$ cat src/rtl/traffic_pkg.sv
// Shared types and constants for the N-way traffic light controller.
// Latency: n/a (package only).
// Backpressure: n/a (package only).
//
// Contents: controller state enum, per-way light triples {red, yellow, green},
// and a helper that advances the round-robin way index.
package traffic_pkg;

    // Encoding is visible on the phase output, so values are pinned explicitly.
    typedef enum logic [1:0] {
        ALL_RED = 2'd0,
        GREEN   = 2'd1,
        YELLOW  = 2'd2,
        FLASH   = 2'd3
    } state_e;

    // Per-way light triple, bit order {red, yellow, green}.
    localparam logic [2:0] RED = 3'b100;
    localparam logic [2:0] YEL = 3'b010;
    localparam logic [2:0] GRN = 3'b001;
    localparam logic [2:0] OFF = 3'b000;

    // Round-robin successor of a way index for a controller serving n_way ways.
    function automatic logic [2:0] next_way(input logic [2:0] way, input int n_way);
        logic [2:0] last;
        last = 3'(n_way - 1);
        return (way == last) ? 3'd0 : way + 3'd1;
    endfunction

endpackage

$ cat src/rtl/phase_timer.sv
// Tick prescaler plus loadable phase down-counter for the traffic controller.
// Latency: tick_o is combinational from the registered prescaler; remaining_o is registered.
// Backpressure: none; free-running, load_i always wins over counting.
//
// Ports:
//   clk_i, rst_i      clock and asynchronous active-high reset
//   load_i            restart the phase: prescaler to 0, counter to load_val_i
//   load_val_i        phase duration minus one
//   tick_o            high for one cycle when the prescaler sits at TICK_DIV-1
//   expire_o          counter has reached zero (phase ends on the next tick)
//   remaining_o       current counter value
module phase_timer #(
    parameter int               TICK_DIV = 50000000,
    parameter int               CNT_W    = 8,
    parameter logic [CNT_W-1:0] RST_VAL  = '0
) (
    input  logic             clk_i,
    input  logic             rst_i,
    input  logic             load_i,
    input  logic [CNT_W-1:0] load_val_i,
    output logic             tick_o,
    output logic             expire_o,
    output logic [CNT_W-1:0] remaining_o
);

    // A divide-by-one prescaler still needs one bit; it simply never leaves 0.
    localparam int              PS_W   = (TICK_DIV > 1) ? $clog2(TICK_DIV) : 1;
    localparam logic [PS_W-1:0] PS_MAX = PS_W'(TICK_DIV - 1);

    logic [PS_W-1:0]  ps_q,  ps_d;
    logic [CNT_W-1:0] rem_q, rem_d;

    always_comb begin
        tick_o   = (ps_q == PS_MAX);
        expire_o = (rem_q == '0);

        ps_d = tick_o ? '0 : ps_q + 1'b1;
        if (load_i) begin
            ps_d = '0;
        end

        rem_d = rem_q;
        if (load_i) begin
            rem_d = load_val_i;
        end else if (tick_o && !expire_o) begin
            rem_d = rem_q - 1'b1;
        end
    end

    always_ff @(posedge clk_i or posedge rst_i) begin
        if (rst_i) begin
            ps_q  <= '0;
            rem_q <= RST_VAL;
        end else begin
            ps_q  <= ps_d;
            rem_q <= rem_d;
        end
    end

    assign remaining_o = rem_q;

endmodule

$ cat src/rtl/traffic_light_nway.sv
// Round-robin N-way traffic light controller with night-time flashing yellow.
// Latency: all outputs registered; they change one clk after the deciding tick.
// Backpressure: none; night_mode is a level request honoured at phase boundaries.
//
// Ports:
//   clk         single rising-edge clock
//   rst_n       asynchronous reset, active HIGH despite the name
//   night_mode  request flashing-yellow operation (sampled at end of all-red)
//   lights      per-way {red, yellow, green} at [3k+2:3k]
//   active_way  way owning green/yellow, or the next way during all-red
//   remaining   ticks left in the current phase minus one
//   phase       current state encoding (ALL_RED/GREEN/YELLOW/FLASH)
module traffic_light_nway
    import traffic_pkg::*;
#(
    parameter int N_WAY    = 2,
    parameter int TICK_DIV = 50000000,
    parameter int G_TIME   = 30,
    parameter int Y_TIME   = 3,
    parameter int AR_TIME  = 2,
    parameter int CNT_W    = 8
) (
    input  logic               clk,
    input  logic               rst_n,
    input  logic               night_mode,
    output logic [3*N_WAY-1:0] lights,
    output logic [2:0]         active_way,
    output logic [CNT_W-1:0]   remaining,
    output logic [1:0]         phase
);

    localparam logic [CNT_W-1:0] G_LOAD  = CNT_W'(G_TIME - 1);
    localparam logic [CNT_W-1:0] Y_LOAD  = CNT_W'(Y_TIME - 1);
    localparam logic [CNT_W-1:0] AR_LOAD = CNT_W'(AR_TIME - 1);

    state_e             state_q, state_d;
    logic [2:0]         way_q,   way_d;
    logic               flash_q, flash_d;
    logic [3*N_WAY-1:0] lights_q, lights_d;

    logic               tick;
    logic               expire;
    logic               load;
    logic [CNT_W-1:0]   load_val;

    phase_timer #(
        .TICK_DIV (TICK_DIV),
        .CNT_W    (CNT_W),
        .RST_VAL  (AR_LOAD)
    ) u_timer (
        .clk_i       (clk),
        .rst_i       (rst_n),
        .load_i      (load),
        .load_val_i  (load_val),
        .tick_o      (tick),
        .expire_o    (expire),
        .remaining_o (remaining)
    );

    // Next-state logic. Every transition happens on a tick; timed phases
    // additionally wait for the counter to expire. FLASH has no duration of
    // its own: it reloads zero each tick so it re-evaluates night_mode every tick.
    always_comb begin
        state_d  = state_q;
        way_d    = way_q;
        flash_d  = flash_q;
        load     = 1'b0;
        load_val = '0;

        if (tick) begin
            unique case (state_q)
                ALL_RED: begin
                    if (expire) begin
                        load = 1'b1;
                        if (night_mode) begin
                            state_d  = FLASH;
                            load_val = '0;
                            flash_d  = 1'b1;
                        end else begin
                            state_d  = GREEN;
                            load_val = G_LOAD;
                        end
                    end
                end
                GREEN: begin
                    if (expire) begin
                        state_d  = YELLOW;
                        load     = 1'b1;
                        load_val = Y_LOAD;
                    end
                end
                YELLOW: begin
                    if (expire) begin
                        state_d  = ALL_RED;
                        way_d    = next_way(way_q, N_WAY);
                        load     = 1'b1;
                        load_val = AR_LOAD;
                    end
                end
                FLASH: begin
                    load = 1'b1;
                    if (!night_mode) begin
                        // Leaving night operation always resumes from way 0.
                        state_d  = ALL_RED;
                        way_d    = 3'd0;
                        load_val = AR_LOAD;
                    end else begin
                        load_val = '0;
                        flash_d  = ~flash_q;
                    end
                end
                default: begin
                    state_d = ALL_RED;
                end
            endcase
        end
    end

    // Lights are decoded from the next state so the registered copy lines up
    // with phase/active_way on the same edge.
    always_comb begin
        lights_d = '0;
        for (int k = 0; k < N_WAY; k++) begin
            lights_d[3*k +: 3] = RED;
            unique case (state_d)
                GREEN:   if (way_d == 3'(k)) lights_d[3*k +: 3] = GRN;
                YELLOW:  if (way_d == 3'(k)) lights_d[3*k +: 3] = YEL;
                FLASH:   lights_d[3*k +: 3] = flash_d ? YEL : OFF;
                default: lights_d[3*k +: 3] = RED;
            endcase
        end
    end

    always_ff @(posedge clk or posedge rst_n) begin
        if (rst_n) begin
            state_q  <= ALL_RED;
            way_q    <= 3'd0;
            flash_q  <= 1'b0;
            lights_q <= {N_WAY{RED}};
        end else begin
            state_q  <= state_d;
            way_q    <= way_d;
            flash_q  <= flash_d;
            lights_q <= lights_d;
        end
    end

    assign lights     = lights_q;
    assign active_way = way_q;
    assign phase      = state_q;

endmodule

$ cat config.mk
export PLATFORM = sky130hd
export DESIGN_NAME = traffic_light_nway
export DESIGN_NICKNAME = d
export VERILOG_FILES = /design/src/rtl/traffic_pkg.sv /design/src/rtl/phase_timer.sv /design/src/rtl/traffic_light_nway.sv
export SDC_FILE = /design/constraint.sdc
export NUM_CORES = 1
export LEC_CHECK = 0
export CORE_UTILIZATION = 61
export DETAILED_ROUTE_END_ITERATION = 8
export PLACE_DENSITY = 0.84
export SYNTH_ARGS = -nofsm -noshare
export SYNTH_HDL_FRONTEND = slang
export SYNTH_SLANG_ARGS = --single-unit
$ cat constraint.sdc
create_clock -name clk -period 6.1 [get_ports clk]
set_input_delay 1.22 -clock clk [delete_from_list [all_inputs] [get_ports clk]]
set_output_delay 1.22 -clock clk [all_outputs]
set_load 0.01 [all_outputs]
==> out/results.ini, run 1 <==
[outcome]
status = complete, no violations

[sta]
finalHoldViolations = 0
grt_setup_unrepaired = no
tightest_slew_ns = 0.948
setup_tns_ns = 0
final-setup-viol-count = 0
max_freq_ghz = 0.318
layout_setup_ws_ns = 2.95
slew_viol_final = 0
slew-limit-headroom = 0.366
skew_ns = 0.00407
fin_crit_ns = 3.15
fin_crit_sh = 0.516

[setup_path]
crit_arrival_ns = 3.38
crit_required_ns = 6.33
path_max_fanout = 22
r2r_cells = 5
end_kind = flip-flop
critPathKind = reg -> reg
cp-start-kind = flip-flop

[logic_synthesis]
synth.avg_cell_area_um2 = 9.74
synth_top_cell_by_area = dfrtp_1
syn_area_um2 = 2460
synth.distinct_cells = 46
yosys-top-cells-area = dfrtp_1 (44%), xnor2_1 (4.3%), xor2_1 (4.3%), nor2_1 (3.8%), ha_1 (3.6%)
synth_top_area_frac = 0.437
synth_seq_cells = 46
ys.flop_type = dfrtp_1
async_flop_share = 1.00
syn_inst = 253
synth_edf_count = 0
seq_area_frac_synth = 0.469
synthesis.nets = 263
yosys_warnings = 0

[floorplanning]
dieWidth_um = 65.6
num_rows = 22
die_h_um = 65.6
coreArea_um2 = 3770
die-area_um2 = 4300
io_pins = 22
start_util = 0.654

[cts]
numCtsBuffers = 5
cts_tree = yes
cts_buffer_depth = 2
clock_sinks = 46
clock_latency_ns = 0.30
cts_root_buffer = clkbuf_8
hold_buffers = 0
cts_resized = 0
h-tree-depth = 2
clk_pin_slew_worst_paths_ns = 0.08
cts_setup_buffers = 0

[global_route]
grt_pass1_vias = 1810
busiest_layer = met2
use_met2 = 0.392
grt_pass1_wl_mm = 8.22
use_met3 = 0.0469
use_met1 = 0.350
grt_overflow_total = 0
grt_antenna_before_repair = 0
grtUsageTotal = 0.250
grt_start_max_net_pins = 34

[route]
drt-wirelength-per-cell_um = 14.6
via_count = 1915
wl_mm = 4.77
ant_nets = 0
first_pass_iters = 4
drc = 0
vias_per_cell = 5.86
drtIter0Drc = 105

[placement]
hpwl_mm = 3.47
pre_cts_ws_ns = 2.77
place_area_um2 = 2730
numPortBuffers = 21
gp_congestion = 0.927

[min_path]
hold_path_class = reg -> reg
worstHoldPathCells = 1

[finish]
seqCellArea_um2 = 1150
fillCellCount = 283
synthToLayoutAreaGrowth_pct = 14.9
drive_above_1_share = 0.0824
n_antenna_cell = 0
multi_input_area_um2 = 1230
final_area_um2 = 2830
layout.nets = 288

[pwr]
irDropWorstVdd_mv = 0.123
powerDensity_nw_per_um2 = 183
leakagePower_nw = 1.23

[job]
cap_violations = 0

-- synth_stat cells (3+ instances only) --
cell type	n
xnor2_1	12
a21oi_1	13
nor3_1	10
mux2i_1	3
and2_1	10
o21ai_1	13
dfstp_2	3
inv_1	14
nor2_1	25
ha_1	7
and3_1	8
nand2_1	15
and4_1	5
nor4_1	4
nand4_1	5
nand3_1	12
xor2_1	12
dfrtp_1	43
-- metal layers --
layer / share of wire / wire length (µm)
met1: 0.48 / 2300
met2: 0.46 / 2190
met3: 0.047 / 222
met4: 0.012 / 56
met5: 0 / 0
-- kinds of logic (layout without fill, tap and decap cells) --
kind of cell	count (synthesis)	in the layout	synth area share
xor+xnor	24	24	0.0853
simple gates	109	109	0.250
compound gates	42	42	0.109
mux	3	3	0.0122
buf+inv	20	46	0.0310
flops	46	46	0.469
fa+ha+maj	9	9	0.0447
-- per-stage QoR --
stage	util	power, W	std cells	hold WS [ns]
floorplan	-	0.000316	253	0.448
global route	0.751	0.000536	327	0.498
detailed placement	0.723	0.000320	319	0.480
finish	0.751	0.000518	327	0.490
CTS	0.751	0.000524	327	0.492
global placement	0.723	0.000319	319	0.473
-- layout by cell type (no fill, tap or decap), types with 4 or more instances in the layout --
cell type,count
ha_1,7
clkbuf_8,7
nand2_1,15
a21oi_1,13
nand4_1,5
and4_1,5
nand3_1,12
nor2_1,25
and2_1,10
xor2_1,12
inv_1,13
xnor2_1,12
dfrtp_1,43
and3_1,8
nor3_1,10
o21ai_1,13
clkdlybuf4s50_1,21
nor4_1,4
-- area by class of cell --
cell class                      count  share of cell area
Multi-Input combinational cell    187               0.436
Inverter                           16              0.0212
Tap cell                           48              0.0212
Timing Repair Buffer               22              0.0769
Clock inverter                      1             0.00309
Clock buffer                        7              0.0340
Sequential cell                    46               0.408
-- where the power goes --
group          leakage [nW]  switching (W)  internal (W)
clock                0.0544       0.000101      0.000104
sequential            0.592              0      0.000305
combinational         0.587     0.00000651    0.00000183
total                  1.23       0.000108      0.000410
-- worst paths after layout --
path                                 start                     end  slack, ns
setup / recovery           u_timer.ps_q[7]               lights[5]       2.95
hold / removal             u_timer.ps_q[0]         u_timer.ps_q[0]       0.49
setup reg to reg           u_timer.ps_q[7]               lights[5]       2.95
hold reg to reg            u_timer.ps_q[0]         u_timer.ps_q[0]       0.49
max in group asynchronous            rst_n               lights[5]       4.16
min in group asynchronous            rst_n  u_timer.remaining_o[2]       1.18
-- sequential cells by signal, indices dropped and copies added, names as in the netlist --
name / count
u_timer.ps_q: 26
lights: 6
active_way: 3
flash_q: 1
u_timer.remaining_o: 8
phase: 2
-- worst max-delay path, stage by stage, from the launching register on --
cell and delay (ns):
dfrtp_1 0.45, or4b_4 0.59, nor4_2 0.53, and2_1 0.75, a311oi_2 0.37, maj3_2 0.39
Note: power is estimated with default switching activity, not from simulation.
==> run 2: changes to the inputs <==
CORE_UTILIZATION = 52   (was 61)
PLACE_DENSITY = 0.76   (was 0.84)
clock period = 2.7 ns   (was 6.1 ns; I/O delays follow)
==> run 2 against run 1 <==
  * Flip-flop and latch count is the same
  * Critical path depth grew 1
  * Global-route usage is 2.6 points lower
  * Non-clock buffer count up 14
  * Register-to-register slack worse by 2.7 ns
  * Critical endpoint unchanged
  * Highest routed layer unchanged
==> out/results.ini, run 2 (same netlist as run 1, synthesis figures left out) <==
[pwr]
powerDensity_nw_per_um2 = 384
irDropWorstVdd_mv = 0.282
leakagePower_nw = 1.29

[placement]
place_area_um2 = 2840
hpwl_mm = 3.72
dpl.cell_count = 337
numPortBuffers = 21
gp_congestion = 0.886

[finish]
synthToLayoutAreaGrowth_pct = 18.5
n_antenna_cell = 0
final_common_cell = dfrtp_1
drive_above_1_share = 0.123
layout.nets = 302
final_area_um2 = 2920
final_util = 0.657
largest_reg_flops = 26
mostFrequentLayoutCells = dfrtp_1 (43), nor2_1 (25), clkdlybuf4s50_1 (21)
top_register = u_timer.ps_q
fin_cells = 345

[cts]
cts_setup_buffers = 0
clock_latency_ns = 0.30
clock_sinks = 46
numCtsBuffers = 5
cts_buffer_depth = 2
cts_resized = 0
clk_pin_slew_worst_paths_ns = 0.09
cts_root_buffer = clkbuf_8
h-tree-depth = 2
hold_buffers = 0
cts_tree = yes

[min_path]
min_to = u_timer.ps_q[11]
hold_path_class = reg -> reg
hold_start = u_timer.ps_q[11]
worstHoldPathCells = 1

[setup_path]
path_max_fanout = 5
cpPeakStageDelay_ns = 0.58
cp-start-kind = flip-flop
crit_arrival_ns = 2.70
crit_required_ns = 2.93
r2r-start = u_timer.ps_q[7]
critPathKind = reg -> reg
crit_chain = or4b_4, nor4_2, and2_1, a22oi_1, o21a_1, maj3_2
end_kind = flip-flop
startpoint = u_timer.ps_q[7]
ff2ff_setup_slack_ns = 0.23
r2r-end = lights[5]
critPathSlowestCell = or4b_4
r2r_cells = 6

[sta]
slew-limit-headroom = 0.590
finalHoldViolations = 0
final-setup-viol-count = 0
timing.hold.ws_ns = 0.489
fin_crit_sh = 0.917
tightest_slew_ns = 0.609
skew_ns = 0.00840
grt_setup_unrepaired = no
max_freq_ghz = 0.404
fin_crit_ns = 2.47
slew_viol_final = 0
setup_tns_ns = 0

[global_route]
use_met3 = 0.0413
busiest_layer = met2
use_met1 = 0.310
grt_antenna_before_repair = 0
grt_overflow_total = 0
grt_pass1_vias = 1920
grt_pass1_wl_mm = 8.82
grt_start_max_net_pins = 21
use_met2 = 0.350
grtUsageTotal = 0.223

[route]
wl_mm = 4.98
drc = 0
drtIter0Drc = 89
drt-wirelength-per-cell_um = 14.4
vias_per_cell = 5.76
via_count = 1988
ant_nets = 0
first_pass_iters = 6

[floorplanning]
num_rows = 24
coreArea_um2 = 4440
dieWidth_um = 70.9
die-area_um2 = 5020
io_pins = 22
die_h_um = 70.9
start_util = 0.555

[job]
cap_violations = 0

[outcome]
status = complete, no violations

## run 2: where the power goes
group / switching (W) / internal (W)
registers: 0 / 0.000688
clock network: 0.000229 / 0.000183
logic: 0.0000158 / 0.00000604
## run 2: worst max-delay path: cells and delay by family, from the launching register on
| family | cells | cell delay, ns |
|---|---|---|
| simple gates | 3 | 1.31 |
| flops | 1 | 0.43 |
| compound gates | 2 | 0.34 |
| fa+ha+maj | 1 | 0.32 |
## run 2: metrics by stage
| step | power (W) | setup slack, ns |
|---|---|---|
| finish | 0.00112 | 0.225 |
| global route | 0.00116 | 0.0731 |
| CTS | 0.00114 | 0.210 |
| detailed placement | 0.000725 | 0.224 |
| global placement | 0.000724 | 0.233 |
| floorplan | 0.000713 | 0.190 |
## run 2: metal layers
| metal | share of wire | wire length [µm] |
|---|---|---|
| met5 | 0 | 0 |
| met2 | 0.47 | 2330 |
| met3 | 0.048 | 241 |
| met1 | 0.47 | 2330 |
| met4 | 0.016 | 81 |
## run 2: cell type report
cell class | count | area, µm²
Clock buffer | 7 | 76.3
Clock inverter | 1 | 7.51
Fill cell | 385 | 1520
Inverter | 16 | 60.1
Multi-Input combinational cell | 187 | 1230
Sequential cell | 46 | 1150
Tap cell | 52 | 65.1
Timing Repair Buffer | 36 | 323
## run 2: worst max-delay path by stage
stage	endpoint	slack, ns	depth (start not counted)
CTS	lights[2]	0.21	6
global route	lights[0]	0.07	7
detailed placement	lights[2]	0.22	6
global placement	lights[2]	0.23	7
floorplan	lights[2]	0.19	8
finish	lights[5]	0.23	6
==> run 3: changes to the inputs <==
ABC_AREA = 1   (was not set)
CORE_UTILIZATION = 53   (was 52)
SLEW_MARGIN = 0   (was not set)
==> run 3 against run 2 <==
  * Via count is 29% higher
  * Total power grew 9.5%
  * Wire length up 26%
==> out/results.ini, run 3 <==
[pwr]
leakagePower_nw = 1.60
irDropWorstVdd_mv = 0.318
powerDensity_nw_per_um2 = 360

[logic_synthesis]
synthTopCellsByCount = nand2_1 (78), inv_1 (58), dfrtp_1 (43)
syn_area_um2 = 3020
synth.avg_cell_area_um2 = 7.85
synth_edf_count = 0
synth_top_cell_by_area = dfrtp_1
synthesis.nets = 395
seq_area_frac_synth = 0.382
synth_top_area_frac = 0.356
yosys-top-cells-area = dfrtp_1 (36%), nand2_1 (9.7%), inv_1 (7.2%), nor2_1 (5.2%), xor2_1 (3.8%)
synth.distinct_cells = 40
yosys_warnings = 0
syn_inst = 385
synth_seq_cells = 46
ys.flop_type = dfrtp_1
async_flop_share = 1.00
synth.most_common_cell = nand2_1

[finish]
largest_reg_flops = 26
layout.nets = 422
mostFrequentLayoutCells = nand2_1 (78), inv_1 (57), dfrtp_1 (43)
final_area_um2 = 3420
drive_above_1_share = 0.174
top_register = u_timer.ps_q
synthToLayoutAreaGrowth_pct = 13.0
final_util = 0.620
fin_cells = 485
final_common_cell = nand2_1
n_antenna_cell = 0

[cts]
clk_pin_slew_worst_paths_ns = 0.09
cts_setup_buffers = 0
cts_resized = 0
h-tree-depth = 2
clock_sinks = 46
cts_root_buffer = clkbuf_8
cts_buffer_depth = 2
hold_buffers = 0
clock_latency_ns = 0.31
numCtsBuffers = 5
cts_tree = yes

[floorplanning]
die-area_um2 = 6010
die_h_um = 77.5
dieWidth_um = 77.5
coreArea_um2 = 5510
io_pins = 22
num_rows = 27
start_util = 0.549

[global_route]
grtUsageTotal = 0.235
grt_pass1_vias = 2495
grt_start_max_net_pins = 22
busiest_layer = met2
grt_antenna_before_repair = 0
use_met1 = 0.318
grt_overflow_total = 0
use_met3 = 0.0376
grt_pass1_wl_mm = 11.1
use_met2 = 0.372

[placement]
place_area_um2 = 3300
gp_congestion = 0.955
numPortBuffers = 21
dpl.cell_count = 477
hpwl_mm = 4.93

[route]
first_pass_iters = 6
drt-wirelength-per-cell_um = 12.9
drtIter0Drc = 242
ant_nets = 0
via_count = 2559
wl_mm = 6.28
vias_per_cell = 5.28
drc = 0

[job]
cap_violations = 0

[sta]
final-setup-viol-count = 0
grt_setup_unrepaired = no
slew_viol_final = 0
timing.hold.ws_ns = 0.468
slew-limit-headroom = 0.490
fin_crit_sh = 0.761
skew_ns = 0.00597
setup_tns_ns = 0
finalHoldViolations = 0
tightest_slew_ns = 0.758
max_freq_ghz = 0.487
fin_crit_ns = 2.05

[min_path]
hold_path_class = reg -> reg

[setup_path]
crit_buf_inv = 0
cpPeakStageDelay_ns = 0.41
crit_chain = ha_1, nand3_2, nor2_2, nand4_1, nor2_4, nand2_1, nand2_1, nand2_2, nor2_1, nor2_2, nor2_2
cp-start-kind = flip-flop
end_kind = flip-flop
crit_required_ns = 2.95
critPathSlowestCell = nor2_4
path_max_fanout = 12
crit_arrival_ns = 2.31
crit_family = simple AND/OR/NAND/NOR gates
critPathKind = reg -> reg
cp_common_cell = nor2_2

[outcome]
status = complete, no violations

## run 3: cell types whose count changed in the layout (fill, tap and decap cells not counted), sizes merged, moves of 8 or more
cell,delta
nand3,+9
inv,+47
nor2,+37
xnor2,-9
and3,-8
and2,-10
nand4,+8
buf,-13
nand2,+79
## run 3: logic make-up after synthesis
family                     after synthesis  synth area share
and+or+nand+nor                        212             0.378
buffers and inverters                   68            0.0931
DFF                                     46             0.382
AOI/OAI and AO/OA                       36            0.0716
xor gates and xnor gates                16            0.0464
adders and majority gates                7            0.0290
## run 3: final timing paths
| path | from | to | slack (ns) | cells after the start |
|---|---|---|---|---|
| worst max register to register | u_timer.ps_q[0] | lights[5] | 0.65 | 11 |
| min in group asynchronous | rst_n | phase[1] | 0.54 | 2 |
| worst min register to register | u_timer.ps_q[0] | u_timer.ps_q[0] | 0.47 | 1 |
| max in group asynchronous | rst_n | u_timer.remaining_o[2] | 1.61 | 3 |
| worst min-delay path | u_timer.ps_q[0] | u_timer.ps_q[0] | 0.47 | 1 |
| worst max-delay path | u_timer.ps_q[0] | lights[5] | 0.65 | 11 |
## run 3: power by group
part	total (W)	switching (W)	internal [W]
Clock	0.000519	0.000244	0.000275
Combinational	0.0000207	0.0000156	0.00000511
Sequential	0.000688	0	0.000688
Total	0.00123	0.000260	0.000969
## run 3: per-layer routing
layer	part of all wire	up-vias
met2	0.46	71
met5	0	-
met1	0.47	1203
met3	0.050	14
met4	0.024	0
li1	-	1271
## run 3: cell type report
class	instances	area, µm²
Sequential cell	46	1150
Multi-Input combinational cell	271	1590
Timing Repair Buffer	23	225
Tap cell	72	90.1
Fill cell	482	2090
Clock buffer	5	68.8
Clock inverter	3	45.0
Inverter	65	245
## run 3: per-stage QoR
stage	worst slack (ns)	total power [W]
3_3_place_gp	0.694	0.000723
5_1_grt	0.425	0.00128
2_1_floorplan	0.930	0.000713
3_5_place_dp	0.596	0.000724
4_1_cts	0.648	0.00125
6_report	0.646	0.00123
